--- config.mk ---
export PLATFORM = sky130hd
export DESIGN_NAME = sar_adc_ctrl
export DESIGN_NICKNAME = d
export VERILOG_FILES = /design/src/rtl/sar_adc_ctrl.sv
export SDC_FILE = /design/constraint.sdc
export NUM_CORES = 1
export LEC_CHECK = 0
export CAP_MARGIN = 20
export CORE_UTILIZATION = 35
export DETAILED_ROUTE_END_ITERATION = 8
export HOLD_SLACK_MARGIN = 0.12
export PLACE_DENSITY_LB_ADDON = 0.3
export SYNTH_ARGS = -nofsm -noshare
export SYNTH_HDL_FRONTEND = slang
export SYNTH_SLANG_ARGS = --single-unit
--- constraint.sdc ---
create_clock -name clk -period 2.1 [get_ports clk]
set_input_delay 0.525 -clock clk [delete_from_list [all_inputs] [get_ports clk]]
set_output_delay 0.525 -clock clk [all_outputs]
set_load 0.02 [all_outputs]
--- src/rtl/sar_adc_ctrl.sv ---
// rtl/sar_adc_ctrl.sv - successive-approximation controller for the on-chip comparator
// Samples, then resolves one bit per settle window MSB-first using the synchronized comparator.
module sar_adc_ctrl #(
  parameter int WIDTH         = 8,
  parameter int SETTLE_CYCLES = 4,
  parameter int SYNC_STAGES   = 2
) (
  input  logic             clk,
  input  logic             rst_n,
  input  logic             start,
  input  logic             cmp_in,
  output logic [WIDTH-1:0] dac_code,
  output logic             sample,
  output logic             busy,
  output logic             done,
  output logic [WIDTH-1:0] result
);

  localparam int CW = $clog2(SETTLE_CYCLES);
  localparam int IW = $clog2(WIDTH);

  generate
    if (SYNC_STAGES < 2) begin : g_bad_sync
      $error("sar_adc_ctrl: SYNC_STAGES must be at least 2");
    end
    if (SETTLE_CYCLES < SYNC_STAGES + 1) begin : g_bad_settle
      $error("sar_adc_ctrl: SETTLE_CYCLES must be at least SYNC_STAGES + 1");
    end
  endgenerate

  typedef enum logic [1:0] {
    S_IDLE,
    S_SAMPLE,
    S_TRIAL
  } state_t;

  state_t                 state_q, state_d;
  logic [SYNC_STAGES-1:0] sync_q;
  logic [CW-1:0]          cnt_q, cnt_d;
  logic [IW-1:0]          bit_q, bit_d;
  logic [WIDTH-1:0]       code_q, code_d;
  logic [WIDTH-1:0]       dac_q, dac_d;
  logic [WIDTH-1:0]       result_q, result_d;
  logic                   sample_q, sample_d;
  logic                   busy_q, busy_d;
  logic                   done_q, done_d;

  logic                   cmp_s;
  logic                   last_cnt;
  logic [WIDTH-1:0]       trial_bit;
  logic [WIDTH-1:0]       next_bit;
  logic [WIDTH-1:0]       decided;

  assign cmp_s     = sync_q[SYNC_STAGES-1];
  assign last_cnt  = (cnt_q == CW'(SETTLE_CYCLES - 1));
  assign trial_bit = WIDTH'(1) << bit_q;
  assign next_bit  = WIDTH'(1) << (bit_q - IW'(1));
  // code_q holds only already-resolved bits; the bit under trial is never stored there
  assign decided   = cmp_s ? (code_q | trial_bit) : code_q;

  always_ff @(posedge clk or negedge rst_n) begin
    if (!rst_n) begin
      sync_q <= '0;
    end else begin
      sync_q <= {sync_q[SYNC_STAGES-2:0], cmp_in};
    end
  end

  always_ff @(posedge clk or negedge rst_n) begin
    if (!rst_n) begin
      state_q  <= S_IDLE;
      cnt_q    <= '0;
      bit_q    <= '0;
      code_q   <= '0;
      dac_q    <= '0;
      result_q <= '0;
      sample_q <= 1'b0;
      busy_q   <= 1'b0;
      done_q   <= 1'b0;
    end else begin
      state_q  <= state_d;
      cnt_q    <= cnt_d;
      bit_q    <= bit_d;
      code_q   <= code_d;
      dac_q    <= dac_d;
      result_q <= result_d;
      sample_q <= sample_d;
      busy_q   <= busy_d;
      done_q   <= done_d;
    end
  end

  always_comb begin
    state_d  = state_q;
    cnt_d    = cnt_q;
    bit_d    = bit_q;
    code_d   = code_q;
    dac_d    = dac_q;
    result_d = result_q;
    sample_d = sample_q;
    busy_d   = busy_q;
    done_d   = 1'b0;

    case (state_q)
      S_IDLE: begin
        if (start) begin
          state_d  = S_SAMPLE;
          cnt_d    = '0;
          code_d   = '0;
          dac_d    = '0;
          busy_d   = 1'b1;
          sample_d = 1'b1;
        end
      end
      S_SAMPLE: begin
        if (last_cnt) begin
          state_d  = S_TRIAL;
          cnt_d    = '0;
          bit_d    = IW'(WIDTH - 1);
          sample_d = 1'b0;
          dac_d    = {1'b1, {(WIDTH-1){1'b0}}};
        end else begin
          cnt_d = cnt_q + CW'(1);
        end
      end
      S_TRIAL: begin
        if (last_cnt) begin
          cnt_d  = '0;
          code_d = decided;
          if (bit_q == '0) begin
            state_d  = S_IDLE;
            result_d = decided;
            done_d   = 1'b1;
            busy_d   = 1'b0;
            dac_d    = '0;
          end else begin
            bit_d = bit_q - IW'(1);
            dac_d = decided | next_bit;
          end
        end else begin
          cnt_d = cnt_q + CW'(1);
        end
      end
      default: begin
        state_d = S_IDLE;
      end
    endcase
  end

  assign dac_code = dac_q;
  assign sample   = sample_q;
  assign busy     = busy_q;
  assign done     = done_q;
  assign result   = result_q;

endmodule

Word level (Yosys, flattened, before mapping):

Index checks and enable logic that the tools add are counted.

* $add $sub $neg: 2
* equality and inequality tests: 8
* shifts and indexed selects: 2
* multiplexer cells: 29
* bitwise logic cells: 2
* reductions and logical operators: 16

Operator list (count)
* $mux W8: 6
* $pmux W8 S3: 1
* $or A8 B8 Y8: 2
* $pmux W8 S2: 1
* $reduce_and A4 Y1: 4
* $shl A1 B3 Y8 const A: 2
* $mux W2: 6
* $ne A2 B2 Y1 const B: 5
* $mux W3: 3
* $reduce_and A3 Y1: 3
* $reduce_bool A2 Y1: 4
* $mux W1: 7
* $pmux W2 S3: 1
* $pmux W3 S2: 1
* $eq A2 B2 Y1 const B: 2
* $pmux W1 S2: 2
* $pmux W2 S2: 1
* $logic_not A3 Y1: 1
* $reduce_bool A3 Y1: 1
* $sub A3 B1 Y3 const B: 1
* $add A2 B1 Y2 const B: 1
* $eq A2 B1 Y1 const B: 1
* $logic_not A2 Y1: 1
* $reduce_and A2 Y1: 1
* $reduce_or A2 Y1: 1

* flip-flop bits (word level): 36
* output and inout bits: 19

Longest topological paths before layout:

* word-level depth: 7
* mapped depth: 8
* gate-level depth less buffers: 6

Worst setup path before layout:

OpenSTA, ideal clock, no wires.

* path type: reg-to-reg
* from: reg state_q[0]
* to: reg dac_q[7], in the netlist dac_code[7]
* library setup time: 125 ps
* arrival: 1573 ps
* slack: 402 ps
* stages on the path, launching flop included: 8
* buffers on the path: 1
* path through: dfrtp_1 inv_1 ha_1 buf_6 nor2b_4 o21bai_4 o21bai_2 mux2_2

* longest elaborated chain between the ends: 3
* elaborated cells on any way between the ends: 9
* those cells by class: 5 x eq/ne; 1 x mux; 3 x reduce/logical

RTL lines
* from (decl): RTL line 37 `state_t state_q, state_d;`
* from (signal assigned): RTL line 81 `state_q <= state_d;`
* $eq A2 B1 Y1 (tied with other cells): RTL line 104 `case (state_q)`
* $ne A2 B2 Y1 (no line) or $reduce_bool A3 Y1 (tied branches)
* $reduce_and A4 Y1 (no line)
* to (signal assigned): RTL line 75 `dac_q <= '0;`
* to (signal assigned): RTL line 85 `dac_q <= dac_d;`
* to (decl): RTL line 42 `logic [WIDTH-1:0] dac_q, dac_d;`

Several ways; a longest one is shown, not always the timed one.
A chain may end at the register's enable or synchronous reset.

Final worst setup path:

* from: reg state_q[0]
* to: reg dac_q[0], in the netlist dac_code[0]

The elaborated chain is that of the path after synthesis.

==> metrics <==
commonest non-fill, non-tap cell in the layout=dfrtp_1; non-filler cells, final=268; via count=1377; Ant. Diodes=0; Compound-Gate Fraction of Synth Area=22.7%; setup bufs post-CTS=0; crit path DAT=2.10 ns; DR DRC count=0; syn_nets=185; gr ovfl total=0; Synth Register Bits=36; Static Leakage=1.01 nW; GRT Resource Usage Total=15.4%; largest family of logic cells by synthesized area=compound AO/OA/AOI/OAI gates; critical path type=register to register; Area growth, synth to finish=22.7%; status=completed; flop-to-flop setup slack=0.22 ns; Power Density=1270 mW/mm^2; wire length per cell=13.8 um; post-synthesis cell type count=35; Clock Tree Buf Depth=2; vias in the first global route=1347; most frequent cells in the layout=36 x dfrtp_1, 21 x clkdlybuf4s50_1, 15 x a21oi_1; Synth Area in XOR/XNOR=0.471%; max cap viols=0; Final ANT Viol Nets=0; delay-heaviest family, CP=simple AND/OR/NAND/NOR gates; Via density=5.14; post-DP HPWL=2.65 mm; Slew @ Worst Pin=0.551 ns; CP max FO=12; Final Max Tran Viols=0; max incr delay on CP=0.49 ns; Cells after Synth=170; critical path buffer and inverter count=1; Post-Place Cells=260; # clock sinks=36; Synth area leader=dfrtp_1; TNS Setup=0 ns; Clock Latency Late Sink=0.30 ns; Port-buffer cells=22; Highest Clock Rate=0.533 GHz; Tcrit/Tclk final=89.4%; die area=0.00560 sq mm; CTS tree=yes; post_cts resized=0; WP data required=2.32 ns; yosys warns=0; register area share after synthesis=48.5%; filler cell count=496; post-synth top area share=48.5%; Die W=74.9 um; CTS H-tree depth=2; Synth Area in Simple Gates=9.70%; layout cells sized above 1=14.6%; pin count of the biggest net entering global routing=37; Initial Utilization=36.4%; maximum VDD drop=0.000443 V; RSZ-0062 raised after global routing=false; adder-cell share of the synthesized area=7.41%; Routed WL=3.71 mm; core area=0.00511 sq mm; crit-path cells=inv_1 > ha_1 > nor2_1 > o21bai_4 > or3_1 > o2bb2ai_1; Clock Tree Root=clkbuf_8; Netlist Area Pre-Place=0.00186 sq mm; Critical Path End Type=register; first drt pass iteration count=4; post-synthesis mux area share=5.79%; Hold Crit Class=input pin to async pin; antenna violations before repair=0; fin crit period=1.88 ns; crit path launch type=register; Final setup viols=0; Reg clk slew, reported paths=0.08 ns; routability congestion estimate=0.724; Synth area leaders=dfrtp_1 48%, ha_1 7.4%, a22o_1 5.7%; first-pass GRT wire length=6.32 mm; Worst Skew=0.00792 ns; # rows=26; final hold violations=0; IO Pins=23; # hold bufs at CTS=0; mean post-synth cell area=10.9 sq um; Slew Limit Headroom=63.3%; CTS Buf Count=5; Die H=74.9 um; Iter 0 DRT Violations=79; # nets final=212; Critical Path Slowest Stage Cell=or3_1
==> worst register-to-register path: stages, from the launching register on <==
cell,delay [ns]
dfrtp_1,0.37
inv_1,0.08
ha_1,0.33
nor2_1,0.26
o21bai_4,0.08
or3_1,0.49
o2bb2ai_1,0.19
==> power breakdown <==
group,internal [mW],switching [mW]
combinational,0.593,0.715
clock,0.351,0.268
sequential,0.827,0.144
==> layer usage <==
layer | up-vias | global-route usage [%] | part of all wire [%]
met5 | - | 0 | 0
met4 | 0 | 6.29 | 1.8
met3 | 5 | 4.69 | 3.6
met2 | 38 | 23.4 | 43
met1 | 662 | 20.4 | 51
li1 | 672 | - | -
==> cell usage after synthesis <==
cell type / number
dfrtp_1: 36
a21oi_1: 15
o21bai_4: 1
o21ai_0: 9
a21boi_0: 1
a32oi_1: 2
xor2_1: 1
mux2_2: 6
buf_1: 1
a31oi_1: 2
nand4b_1: 1
nor2_1: 2
o21bai_2: 1
o32ai_1: 1
buf_4: 1
buf_6: 2
nand3b_1: 1
nand2_1: 14
a311oi_1: 6
and2b_1: 1
nand3_1: 4
mux2i_1: 4
nor3b_1: 1
inv_1: 9
nor2b_1: 1
clkbuf_1: 5
nand2b_1: 6
a22o_1: 12
o2bb2ai_1: 6
nor2b_4: 1
o2bb2ai_2: 1
or3_1: 1
ha_1: 11
buf_2: 3
nor3_1: 1
==> flip-flops by register name, indices dropped and copies added (netlist names) <==
signal    flops
code_q        8
sample        1
sync_q        2
state_q       2
dac_code      8
bit_q         3
done          1
busy          1
result        8
cnt_q         2
==> layout make-up <==
class                      instances  area, sq um  area share (%)
sequential                        36          901            39.5
tap                               70         87.6            3.84
inverter                           9         33.8            1.48
timing repair buffer              32          290            12.7
clock buffer                       5         68.8            3.02
multi-input combinational        113          856            37.5
clock inverter                     3         42.5            1.87
==> stage by stage <==
step           hold slack (ns)  util [%]  worst slack [ns]  total power [mW]  instance area, sq um
2_1_floorplan            0.229         -             0.402              1.92                  1860
3_3_place_gp             0.335      42.5            0.0691              2.27                  2170
3_5_place_dp             0.339      42.5            0.0500              2.29                  2170
4_1_cts                  0.281      44.6             0.202              2.92                  2280
5_1_grt                  0.301      44.6            0.0238              3.10                  2280
6_report                 0.260      44.6             0.223              2.90                  2280
==> final timing paths <==
| check | start | cells past startpoint | endpoint |
|---|---|---|---|
| worst max-delay path | state_q[0] | 6 | dac_code[0] |
| worst min-delay path | rst_n | 2 | cnt_q[1] |
| worst max register to register | state_q[0] | 6 | dac_code[0] |
| worst min register to register | sync_q[0] | 0 | sync_q[1] |
| max in group asynchronous | rst_n | 2 | code_q[0] |
| min in group clk | sync_q[0] | 0 | sync_q[1] |
==> cell families after synthesis <==
group | after synthesis
AND/OR/NAND/NOR | 34
adder cells (fa/ha/maj) | 11
multiplexers | 10
buffers and inverters | 21
XOR/XNOR | 1
flip-flops | 36
AO/OA/AOI/OAI | 57
No activity file was read; power rests on OpenSTA's default activity.
